**src/rtl/serial_full_subtractor.sv**
```systemverilog
// Bit-serial WIDTH-bit subtractor: diff = a - b - bin, LSB first, one bit per clock.
// A single full-subtractor cell with a registered borrow; start/busy/done handshake.
module serial_full_subtractor #(
    parameter int WIDTH = 8
) (
    input  logic             clk,
    input  logic             rst,
    input  logic             start,
    input  logic [WIDTH-1:0] a,
    input  logic [WIDTH-1:0] b,
    input  logic             bin,
    output logic             busy,
    output logic             done,
    output logic [WIDTH-1:0] diff,
    output logic             bout
);
    localparam int CW = (WIDTH > 1) ? $clog2(WIDTH) : 1;

    typedef enum logic [1:0] {IDLE, RUN, DONE} state_e;

    state_e           state_q;
    logic [WIDTH-1:0] a_sh_q, b_sh_q;
    logic             br_q;
    logic [CW-1:0]    cnt_q;
    logic [WIDTH-2:0] work_q;
    logic [WIDTH-1:0] diff_q;
    logic             bout_q;

    logic             d_d, nb_d, last_d;
    logic [WIDTH-1:0] res_d;

    always_comb begin
        d_d    = a_sh_q[0] ^ b_sh_q[0] ^ br_q;
        nb_d   = (~a_sh_q[0] & b_sh_q[0]) | (~(a_sh_q[0] ^ b_sh_q[0]) & br_q);
        // Work register plus the bit just computed: the full result on the last edge.
        res_d  = {d_d, work_q};
        last_d = (cnt_q == CW'(WIDTH - 1));
    end

    always_ff @(posedge clk or posedge rst) begin
        if (rst) begin
            state_q <= IDLE;
            a_sh_q  <= '0;
            b_sh_q  <= '0;
            br_q    <= 1'b0;
            cnt_q   <= '0;
            work_q  <= '0;
            diff_q  <= '0;
            bout_q  <= 1'b0;
        end else begin
            case (state_q)
                IDLE, DONE: begin
                    if (start) begin
                        a_sh_q  <= a;
                        b_sh_q  <= b;
                        br_q    <= bin;
                        cnt_q   <= '0;
                        work_q  <= '0;
                        state_q <= RUN;
                    end else begin
                        state_q <= IDLE;
                    end
                end
                RUN: begin
                    a_sh_q <= {1'b0, a_sh_q[WIDTH-1:1]};
                    b_sh_q <= {1'b0, b_sh_q[WIDTH-1:1]};
                    br_q   <= nb_d;
                    cnt_q  <= cnt_q + 1'b1;
                    work_q <= res_d[WIDTH-1:1];
                    if (last_d) begin
                        diff_q  <= res_d;
                        bout_q  <= nb_d;
                        state_q <= DONE;
                    end
                end
                default: state_q <= IDLE;
            endcase
        end
    end

    assign busy = (state_q == RUN);
    assign done = (state_q == DONE);
    assign diff = diff_q;
    assign bout = bout_q;

endmodule

```
**config.mk**
```make
export PLATFORM = sky130hd
export DESIGN_NAME = serial_full_subtractor
export DESIGN_NICKNAME = d
export VERILOG_FILES = /design/src/rtl/serial_full_subtractor.sv
export SDC_FILE = /design/constraint.sdc
export NUM_CORES = 1
export LEC_CHECK = 0
export CAP_MARGIN = 20
export CELL_PAD_IN_SITES_DETAIL_PLACEMENT = 0
export CELL_PAD_IN_SITES_GLOBAL_PLACEMENT = 1
export CORE_MARGIN = 2
export CORE_UTILIZATION = 44
export CTS_CLUSTER_DIAMETER = 150
export DETAILED_ROUTE_END_ITERATION = 8
export GPL_TIMING_DRIVEN = 0
export HOLD_SLACK_MARGIN = 0.08
export PLACE_DENSITY = 0.81
export SLEW_MARGIN = 20
export SYNTH_ARGS = -nofsm -noshare
export SYNTH_HDL_FRONTEND = slang
export SYNTH_SLANG_ARGS = --single-unit
```
**constraint.sdc**
```tcl
create_clock -name clk -period 2.9 [get_ports clk]
set_input_delay 0.29 -clock clk [delete_from_list [all_inputs] [get_ports clk]]
set_output_delay 0.29 -clock clk [all_outputs]
set_load 0.02 [all_outputs]
```
==> flow_summary.ini, run 1 <==
[status]
status = completed

[clocking]
cts.reportedPaths.clkPinSlew_ns = 0.07
max-clock-path-buffers = 2
cts.root.buffer_cell = sky130_fd_sc_hd__clkbuf_8
post_cts_resize_count = 0
clk-insertion-delay-late_ns = 0.29
htree_levels = 2
postCtsSetupRepairBufs = 0
cts_tree = built
tritoncts_num_sinks = 38
numCtsBuffers = 5
holdBufCountCts = 0

[sta]
timing.clock.skew_ns = 0.003661
tightestPinTransition_ns = 0.4257
setup-violations-final = 0
grt_setup_unrepaired = no
max_freq_ghz = 0.4510
finalHoldViolations = 0
fin_setup_tns_ns = 0
worst_path_setup_slack_after_routing_ns = 0.6828
finalCritPeriodShare = 0.7645
period_minus_slack_ns = 2.217
max_slew_margin = 0.7158
final-max-slew-violation-count = 0

[synth]
synth.net_count = 158
synth-seq-area-share = 0.5523
synthDominantAreaCellType = sky130_fd_sc_hd__dfrtp_1
synthDominantCellAreaShare = 0.5523
netlist_area_pre_place_um2 = 1722
synth_seq_cells = 38
synthesis.area_per_instance_um2 = 12.75
synth_top_cells_by_area = sky130_fd_sc_hd__dfrtp_1 (55%), sky130_fd_sc_hd__mux2_4 (6.1%), sky130_fd_sc_hd__a22o_1 (5.6%)
post_synth_num_cell_types = 30
post_synth_inst_count = 135
yosysWarnings = 0

[setup_path]
timing.reg2reg.setup_slack_ns = 1.37
worst_path_max_delay_cell = sky130_fd_sc_hd__clkdlybuf4s50_1
highest_cell_delay_on_the_worst_timing_path_ns = 0.61
timing.critical_path.mode_cell = sky130_fd_sc_hd__buf_6
worstSetupEndpointType = primary output
rr_startpoint = cnt_q[0]
timing.critical_path.max_delay_family = buffers and inverters
timing.rr.end = diff[1]
critical_path_required_ns = 2.61
critPathLaunch = state_q[1]
timing.critical_path.fanout_max = 10
crit_arrival_ns = 1.93
crit_type = flip-flop to primary output
critical_path_buf_inv_count = 5
reg2reg_depth = 5
worstSetupStartpointType = flip-flop
critical_path_cell_sequence = buf_6 -> nand2b_1 -> buf_6 -> inv_6 -> buf_6 -> clkdlybuf4s50_1

[detailed_routing]
topRoutingLayerUsed = met4
viasPerCell = 5.365
wire_length_after_detailed_routing_mm = 3.148
drt_first_iter_violations = 75
wl_met2_mm = 1.475
detail-route-antenna-nets = 0
wl_met3_um = 201
wl_per_cell_um = 14.18
pre_repair_dr_iteration_count = 4
detailed_routing_wirelength_on_met1_mm = 1.427
drt_drc_violations_left = 0
vias = 1191

[floorplan]
io-pin-count = 31
die_w_um = 66.55
fp-row-count = 22
die_h_um = 66.55
core_area_um2 = 3716
start_util = 0.4633
die_area_um2 = 4429

[global_route]
grt_first_pass_wirelength_mm = 5.740
grt_util_all_layers = 0.1726
grt_overflow_total = 0
vias_in_the_first_global_route = 1223
grt_max_degree = 22
grt_antenna_before_repair = 0

[power]
power.leakage_uw = 0.0009953
pwr_density_cell_nw_per_um2 = 1100
vdd_ir_drop_max_uv = 575.0

[placement]
io_buffers = 30
dp.final_hpwl_mm = 2.315
gpl.final_weighted_congestion = 0.6893
dpl_cell_area_um2 = 2110
pre_cts_ws_ns = 0.9990

[final_layout]
syn_to_final_growth_pct = 27.83
finalInstanceArea_um2 = 2201
diodes_inserted = 0
drive_gt1_frac = 0.2011
final_nets = 196

[hold_path]
min-delay-path-class = input pin to asynchronous set/reset pin

[flow_run]
max_cap_violations = 0
==> through the flow <==
step           utilization  std cells  hold slack, ns  total power, uW
3_5_place_dp        0.5677        214          0.4784             2071
3_3_place_gp        0.5603        213          0.4736             2032
6_report            0.5923        222          0.3136             2421
5_1_grt             0.5923        222          0.3467             2605
4_1_cts             0.5923        222          0.3215             2452
2_1_floorplan            -        135          0.4297             1737
==> cells in the mapped netlist <==
master / n
sky130_fd_sc_hd__o22ai_1: 12
sky130_fd_sc_hd__and2b_1: 1
sky130_fd_sc_hd__inv_6: 1
sky130_fd_sc_hd__buf_2: 1
sky130_fd_sc_hd__o21ai_0: 1
sky130_fd_sc_hd__mux2_2: 2
sky130_fd_sc_hd__a21oi_1: 2
sky130_fd_sc_hd__buf_4: 2
sky130_fd_sc_hd__nand2_1: 1
sky130_fd_sc_hd__a211oi_1: 2
sky130_fd_sc_hd__inv_1: 4
sky130_fd_sc_hd__fa_1: 1
sky130_fd_sc_hd__nor3_1: 10
sky130_fd_sc_hd__a22o_1: 11
sky130_fd_sc_hd__nand2b_1: 1
sky130_fd_sc_hd__ha_1: 2
sky130_fd_sc_hd__o21ai_1: 2
sky130_fd_sc_hd__mux2_1: 1
sky130_fd_sc_hd__nor2_8: 1
sky130_fd_sc_hd__buf_6: 7
sky130_fd_sc_hd__nor2_1: 14
sky130_fd_sc_hd__nand2b_4: 1
sky130_fd_sc_hd__dfrtp_1: 38
sky130_fd_sc_hd__mux2_4: 7
sky130_fd_sc_hd__nand3b_4: 1
sky130_fd_sc_hd__mux2i_1: 2
sky130_fd_sc_hd__nor3_2: 2
sky130_fd_sc_hd__nor2b_1: 3
sky130_fd_sc_hd__a221oi_2: 1
sky130_fd_sc_hd__nand3_1: 1
==> layer usage <==
layer	track usage	up-vias
met5	0	-
met4	0.07653	0
met3	0.04054	5
met2	0.2638	44
met1	0.2326	583
li1	-	559
==> where the power goes <==
part	internal, uW	total (uW)	switching, uW
Clock	192	370	178
Sequential	780	928	148
Combinational	592	1120	531
Total	1560	2420	857
==> area by class of cell <==
cell class	count	area, um2
buffer	10	98.84
timing repair buffer	31	327.8
sequential	38	950.9
fill	327	1515
clock inverter	1	5.005
tap	48	60.06
clock buffer	7	86.33
inverter	5	23.77
multi-input combinational	82	648.1
==> cells by family (layout without fill, tap and decap cells) <==
kind of cell / after synthesis / count (layout) / share of synthesized area
buffers and inverters: 15 / 54 / 0.07122
adders and majority gates: 3 / 3 / 0.02616
muxes: 12 / 12 / 0.09230
and+or+nand+nor: 36 / 36 / 0.1265
AOI/OAI and AO/OA: 31 / 31 / 0.1315
DFF: 38 / 38 / 0.5523
==> flip-flops by register name (all words and copies together) (netlist names) <==
signal	count
br_q	1
diff	8
bout	1
state_q	2
cnt_q	3
work_q	7
a_sh_q	8
b_sh_q	8
==> layout by cell type (no fill, tap or decap), types with 2 or more instances in the layout <==
cell,instances
sky130_fd_sc_hd__nor3_2,2
sky130_fd_sc_hd__nor3_1,10
sky130_fd_sc_hd__a22o_1,11
sky130_fd_sc_hd__nor2_1,14
sky130_fd_sc_hd__mux2_4,7
sky130_fd_sc_hd__nor2b_1,3
sky130_fd_sc_hd__o22ai_1,12
sky130_fd_sc_hd__a211oi_1,2
sky130_fd_sc_hd__ha_1,2
sky130_fd_sc_hd__clkbuf_8,6
sky130_fd_sc_hd__inv_1,3
sky130_fd_sc_hd__o21ai_1,2
sky130_fd_sc_hd__mux2i_1,2
sky130_fd_sc_hd__dfrtp_1,38
sky130_fd_sc_hd__a21oi_1,2
sky130_fd_sc_hd__buf_4,2
sky130_fd_sc_hd__mux2_2,2
sky130_fd_sc_hd__clkdlybuf4s50_1,30
sky130_fd_sc_hd__buf_6,7
==> how the worst max path moves through the flow <==
stage                      endpoint  slack, ns  cells past startpoint
after floorplan             diff[0]       1.48                      5
after global placement    b_sh_q[3]       0.93                      2
after detailed placement       busy        1.0                      6
after CTS                      busy       0.66                      6
after global routing           busy       0.60                      6
final                          busy       0.68                      6
No activity file was read; power rests on OpenSTA's default activity.
==> run 2: changes to the inputs <==
--- a/config.mk
+++ b/config.mk
@@ -9,12 +9,12 @@
 export CELL_PAD_IN_SITES_DETAIL_PLACEMENT = 0
 export CELL_PAD_IN_SITES_GLOBAL_PLACEMENT = 1
 export CORE_MARGIN = 2
-export CORE_UTILIZATION = 44
+export CORE_UTILIZATION = 41
 export CTS_CLUSTER_DIAMETER = 150
 export DETAILED_ROUTE_END_ITERATION = 8
 export GPL_TIMING_DRIVEN = 0
 export HOLD_SLACK_MARGIN = 0.08
-export PLACE_DENSITY = 0.81
+export PLACE_DENSITY = 0.76
 export SLEW_MARGIN = 20
 export SYNTH_ARGS = -nofsm -noshare
 export SYNTH_HDL_FRONTEND = slang
==> constraint.sdc (replaced) <==
create_clock -name clk -period 2.1 [get_ports clk]
set_input_delay 0.21 -clock clk [delete_from_list [all_inputs] [get_ports clk]]
set_output_delay 0.21 -clock clk [all_outputs]
set_load 0.02 [all_outputs]
==> run 2 against run 1 <==
Against the previous run:
- first-iteration DRC count shrank 25%
- total power grew 39%
- clock skew is essentially flat
- combinational power rose by 38%
- non-clock buffer count stayed put
- clock-buffer cell count decreased by 1
- cell count is 0.90% higher
- via count fell by 2.7%
- clock power up 42%
- critical endpoint unchanged
- largest cell class unchanged
==> flow_summary.ini, run 2 (synthesis results as in run 1) <==
[status]
status = completed

[setup_path]
critPathLaunch = state_q[1]
worstSetupStartpointType = flip-flop
timing.rr.end = diff[1]
worstSetupEndpointType = primary output
crit_type = flip-flop to primary output
rr_startpoint = cnt_q[0]
crit_arrival_ns = 1.66
timing.critical_path.fanout_max = 10
timing.reg2reg.setup_slack_ns = 0.57
endpoint = busy
critical_path_required_ns = 1.89
reg2reg_depth = 5

[power]
total_power_uw = 3362
vdd_ir_drop_max_uv = 701.0
pwr_density_cell_nw_per_um2 = 1524
power.leakage_uw = 0.0009945

[detailed_routing]
vias = 1159
wl_per_cell_um = 15.11
drt_first_iter_violations = 56
wire_length_after_detailed_routing_mm = 3.384
viasPerCell = 5.174
pre_repair_dr_iteration_count = 3
detail-route-antenna-nets = 0
drt_drc_violations_left = 0

[global_route]
grt_max_degree = 24
grt_first_pass_wirelength_mm = 5.720
grt_antenna_before_repair = 0
vias_in_the_first_global_route = 1231
grt_util_all_layers = 0.1714
grt_overflow_total = 0

[floorplan]
start_util = 0.4273
fp-row-count = 23
die_w_um = 68.80
io-pin-count = 31
die_area_um2 = 4733
die_h_um = 68.80
core_area_um2 = 4029

[sta]
tightestPinTransition_ns = 0.3818
setup-violations-final = 0
final-max-slew-violation-count = 0
fin_setup_tns_ns = 0
grt_setup_unrepaired = no
max_freq_ghz = 0.5337
max_slew_margin = 0.7451
period_minus_slack_ns = 1.874
finalCritPeriodShare = 0.8923
finalHoldViolations = 0
timing.clock.skew_ns = 0.003591

[clocking]
cts.root.buffer_cell = sky130_fd_sc_hd__clkbuf_8
cts_tree = built
htree_levels = 2
holdBufCountCts = 0
max-clock-path-buffers = 2
cts.reportedPaths.clkPinSlew_ns = 0.08
clk-insertion-delay-late_ns = 0.29
tritoncts_num_sinks = 38
numCtsBuffers = 5

[final_layout]
syn_to_final_growth_pct = 28.13
final_common_cell = sky130_fd_sc_hd__dfrtp_1
diodes_inserted = 0
final_nets = 196
drive_gt1_frac = 0.2069
fill_cells = 364
mostFrequentLayoutCells = sky130_fd_sc_hd__dfrtp_1 (38), sky130_fd_sc_hd__clkdlybuf4s50_1 (29), sky130_fd_sc_hd__nor2_1 (14), sky130_fd_sc_hd__o22ai_1 (12), sky130_fd_sc_hd__a22o_1 (11)

[flow_run]
max_cap_violations = 0

[placement]
dp.final_hpwl_mm = 2.471
io_buffers = 30
gpl.final_weighted_congestion = 0.7379

[hold_path]
min-delay-path-class = input pin to asynchronous set/reset pin
run 2: cell count changes in the layout (fill, tap and decap cells not counted):
cell	previous run	this run
sky130_fd_sc_hd__clkbuf_1	1	0
sky130_fd_sc_hd__clkdlybuf4s50_1	30	29
sky130_fd_sc_hd__clkinvlp_4	0	1
sky130_fd_sc_hd__dlygate4sd2_1	0	1
run 2: how the worst min path moves through the flow:
stage                     from   endpoint  slack [ns]  cells after the start
after detailed placement  bout       bout        0.48                      2
after floorplan           a[7]  a_sh_q[7]        0.35                      1
final                      rst    diff[3]        0.22                      2
after CTS                  rst    diff[3]        0.22                      2
after global routing       rst    diff[3]        0.24                      2
after global placement    bout       bout        0.47                      2
run 2: through the flow:
step / cells / hold slack [ns] / instance area (um2) / utilization / setup WS, ns
floorplan: 135 / 0.3497 / 1722 / - / 0.6768
global placement: 215 / 0.4737 / 2085 / 0.5174 / 0.2228
detailed placement: 216 / 0.4793 / 2112 / 0.5242 / 0.2735
finish: 224 / 0.2186 / 2206 / 0.5475 / 0.2262
CTS: 224 / 0.2245 / 2206 / 0.5475 / 0.2059
global route: 224 / 0.2410 / 2206 / 0.5475 / 0.1540
run 2: per-layer routing:
| metal | vias to the layer above | part of all wire | global-route usage | wire, um |
|---|---|---|---|---|
| met4 | 0 | 0.017 | 0.06618 | 59 |
| li1 | 558 | - | - | - |
| met1 | 567 | 0.45 | 0.1931 | 1511 |
| met5 | - | 0 | 0 | 0 |
| met2 | 27 | 0.49 | 0.3017 | 1668 |
| met3 | 7 | 0.043 | 0.05357 | 145 |
run 2: cell type report:
type                            count  area [um2]  share of cell area
Clock buffer                        6       82.58             0.03744
Timing Repair Buffer               31       326.6              0.1480
Tap cell                           50       62.56             0.02836
Clock inverter                      2       12.51            0.005672
Multi-Input combinational cell     82       648.1              0.2938
Buffer                             10       98.84             0.04481
Sequential cell                    38       950.9              0.4311
Inverter                            5       23.77             0.01078
run 2: repair_timing:
action / 4_1_cts / 5_1_grt
resized for setup: 1 / 0
hold endpoints to repair: 0 / 0
endpoints found under the setup margin: 1 / 0
buffers inserted: 0 / 0
run 2: worst max-delay path, cell delays in order (launching register included):
cell                            delay [ns]
sky130_fd_sc_hd__dfrtp_1              0.38
sky130_fd_sc_hd__buf_6                0.14
sky130_fd_sc_hd__nand2b_1             0.15
sky130_fd_sc_hd__buf_6                0.14
sky130_fd_sc_hd__inv_6                0.09
sky130_fd_sc_hd__buf_6                0.14
sky130_fd_sc_hd__dlygate4sd2_1        0.34
run 2: power breakdown:
group | leakage [uW] | internal (uW) | switching, uW | total, uW
clock network | 0.0000472 | 264 | 260 | 524
logic | 0.000485 | 811 | 743 | 1550
registers | 0.000462 | 1080 | 206 | 1280
total | 0.000995 | 2150 | 1210 | 3360
==> run 3: changes to the inputs <==
--- a/config.mk
+++ b/config.mk
@@ -15,6 +15,7 @@
 export GPL_TIMING_DRIVEN = 0
 export HOLD_SLACK_MARGIN = 0.08
 export PLACE_DENSITY = 0.76
+export RECOVER_POWER = 25
 export SLEW_MARGIN = 20
 export SYNTH_ARGS = -nofsm -noshare
 export SYNTH_HDL_FRONTEND = slang
==> run 3 against run 2 <==
Against the previous run:
- register-to-register slack is essentially flat
- design area shrank 1.0%
- sequential power is essentially flat
- critical path depth is the same
- worst setup slack is essentially flat
- total power shrank 0.19%
- core utilization shrank 0.56 points
- critical endpoint unchanged
==> flow_summary.ini, run 3 (synthesis results as in run 1) <==
[setup_path]
timing.critical_path.fanout_max = 10
worst_path_max_delay_cell = sky130_fd_sc_hd__dfrtp_1
worstSetupEndpointType = primary output
highest_cell_delay_on_the_worst_timing_path_ns = 0.38
crit_arrival_ns = 1.66
worstSetupStartpointType = flip-flop
critical_path_cell_sequence = buf_6 -> nand2b_1 -> buf_6 -> inv_6 -> buf_6 -> dlygate4sd2_1
crit_type = flip-flop to primary output
critical_path_required_ns = 1.89
timing.critical_path.mode_cell = sky130_fd_sc_hd__buf_6

[status]
status = completed

[flow_run]
max_cap_violations = 0

[sta]
period_minus_slack_ns = 1.874
max_slew_margin = 0.6056
fin_setup_tns_ns = 0
setup-violations-final = 0
finalHoldViolations = 0
grt_setup_unrepaired = no
tightestPinTransition_ns = 0.5910
timing.clock.skew_ns = 0.003613
finalCritPeriodShare = 0.8923
final-max-slew-violation-count = 0
max_freq_ghz = 0.5337

[floorplan]
die_area_um2 = 4733
core_area_um2 = 4029
start_util = 0.4273
io-pin-count = 31
fp-row-count = 23
die_w_um = 68.80
die_h_um = 68.80

[clocking]
cts.reportedPaths.clkPinSlew_ns = 0.08
max-clock-path-buffers = 2
postCtsSetupRepairBufs = 0
cts_tree = built
htree_levels = 2
cts.root.buffer_cell = sky130_fd_sc_hd__clkbuf_8
tritoncts_num_sinks = 38
holdBufCountCts = 0
numCtsBuffers = 5
clk-insertion-delay-late_ns = 0.29

[final_layout]
mostFrequentLayoutCells = sky130_fd_sc_hd__dfrtp_1 (38), sky130_fd_sc_hd__clkdlybuf4s50_1 (28), sky130_fd_sc_hd__nor2_1 (14), sky130_fd_sc_hd__o22ai_1 (12), sky130_fd_sc_hd__a22o_1 (11)
drive_gt1_frac = 0.2011
syn_to_final_growth_pct = 26.82
finalInstanceArea_um2 = 2183
diodes_inserted = 0
final_common_cell = sky130_fd_sc_hd__dfrtp_1
final_nets = 196

[placement]
dpl_cell_area_um2 = 2112
dp.final_hpwl_mm = 2.471
io_buffers = 30
gpl.final_weighted_congestion = 0.7379

[power]
pwr_density_cell_nw_per_um2 = 1537
vdd_ir_drop_max_uv = 701.0
power.leakage_uw = 0.0009873

[detailed_routing]
detail-route-antenna-nets = 0
vias = 1159
drt_drc_violations_left = 0
viasPerCell = 5.174
wl_per_cell_um = 15.09
drt_first_iter_violations = 58
wire_length_after_detailed_routing_mm = 3.380
pre_repair_dr_iteration_count = 3

[global_route]
grt_antenna_before_repair = 0
grt_util_all_layers = 0.1714
grt_overflow_total = 0
grt_max_degree = 24
vias_in_the_first_global_route = 1231
grt_first_pass_wirelength_mm = 5.720

[hold_path]
min-delay-path-class = input pin to asynchronous set/reset pin
-- run 3: cell types whose count changed in the layout (fill, tap and decap cells not counted), sizes merged --
cell,previous run,this run
buf,11,10
clkbuf,6,7
clkdlybuf4s50,29,28
dlygate4sd3,0,1
-- run 3: final cells by class --
| cell class | instances | area (um2) |
|---|---|---|
| Tap cell | 50 | 62.56 |
| Multi-Input combinational cell | 82 | 648.1 |
| Clock inverter | 2 | 12.51 |
| Inverter | 5 | 23.77 |
| Fill cell | 367 | 1846 |
| Timing Repair Buffer | 31 | 304.0 |
| Buffer | 10 | 98.84 |
| Sequential cell | 38 | 950.9 |
| Clock buffer | 6 | 82.58 |
-- run 3: routing by layer --
layer | share of wire | track usage
met2 | 0.49 | 0.3017
met5 | 0 | 0
met4 | 0.017 | 0.06618
met1 | 0.45 | 0.1931
met3 | 0.043 | 0.05357
-- run 3: repair_timing --
action | 4_1_cts | 5_1_grt
endpoints found under the hold margin | 0 | 0
setup endpoints to repair | 1 | 0
gates resized for setup | 1 | 0
-- run 3: critical path, delay by kind of cell, from the launching register on --
family | cells | cell delay (ns)
buffers and inverters | 5 | 0.85
DFF | 1 | 0.38
and+or+nand+nor | 1 | 0.15
-- run 3: worst paths after layout --
check	from	depth (start not counted)	slack [ns]	end
min in group clk	cnt_q[0]	1	0.49	cnt_q[0]
worst min register to register	cnt_q[0]	1	0.49	cnt_q[0]
max in group asynchronous	rst	3	0.69	a_sh_q[0]
worst max register to register	cnt_q[0]	5	0.57	diff[1]
worst min-delay path	rst	2	0.42	diff[3]
worst max-delay path	state_q[1]	6	0.23	busy
-- run 3: metrics by stage --
stage | utilization | setup slack, ns | hold WS, ns | total power (uW) | instances
2_1_floorplan | - | 0.6768 | 0.3497 | 2399 | 135
3_3_place_gp | 0.5174 | 0.2228 | 0.4737 | 2808 | 215
3_5_place_dp | 0.5242 | 0.2735 | 0.4793 | 2881 | 216
4_1_cts | 0.5475 | 0.2059 | 0.2245 | 3412 | 224
5_1_grt | 0.5419 | 0.1540 | 0.4737 | 3621 | 224
6_report | 0.5419 | 0.2262 | 0.4222 | 3356 | 224
-- run 3: report_power, final --
| group | total, uW | switching [uW] | internal [uW] |
|---|---|---|---|
| Clock | 524 | 260 | 264 |
| Sequential | 1280 | 206 | 1080 |
| Combinational | 1550 | 742 | 806 |
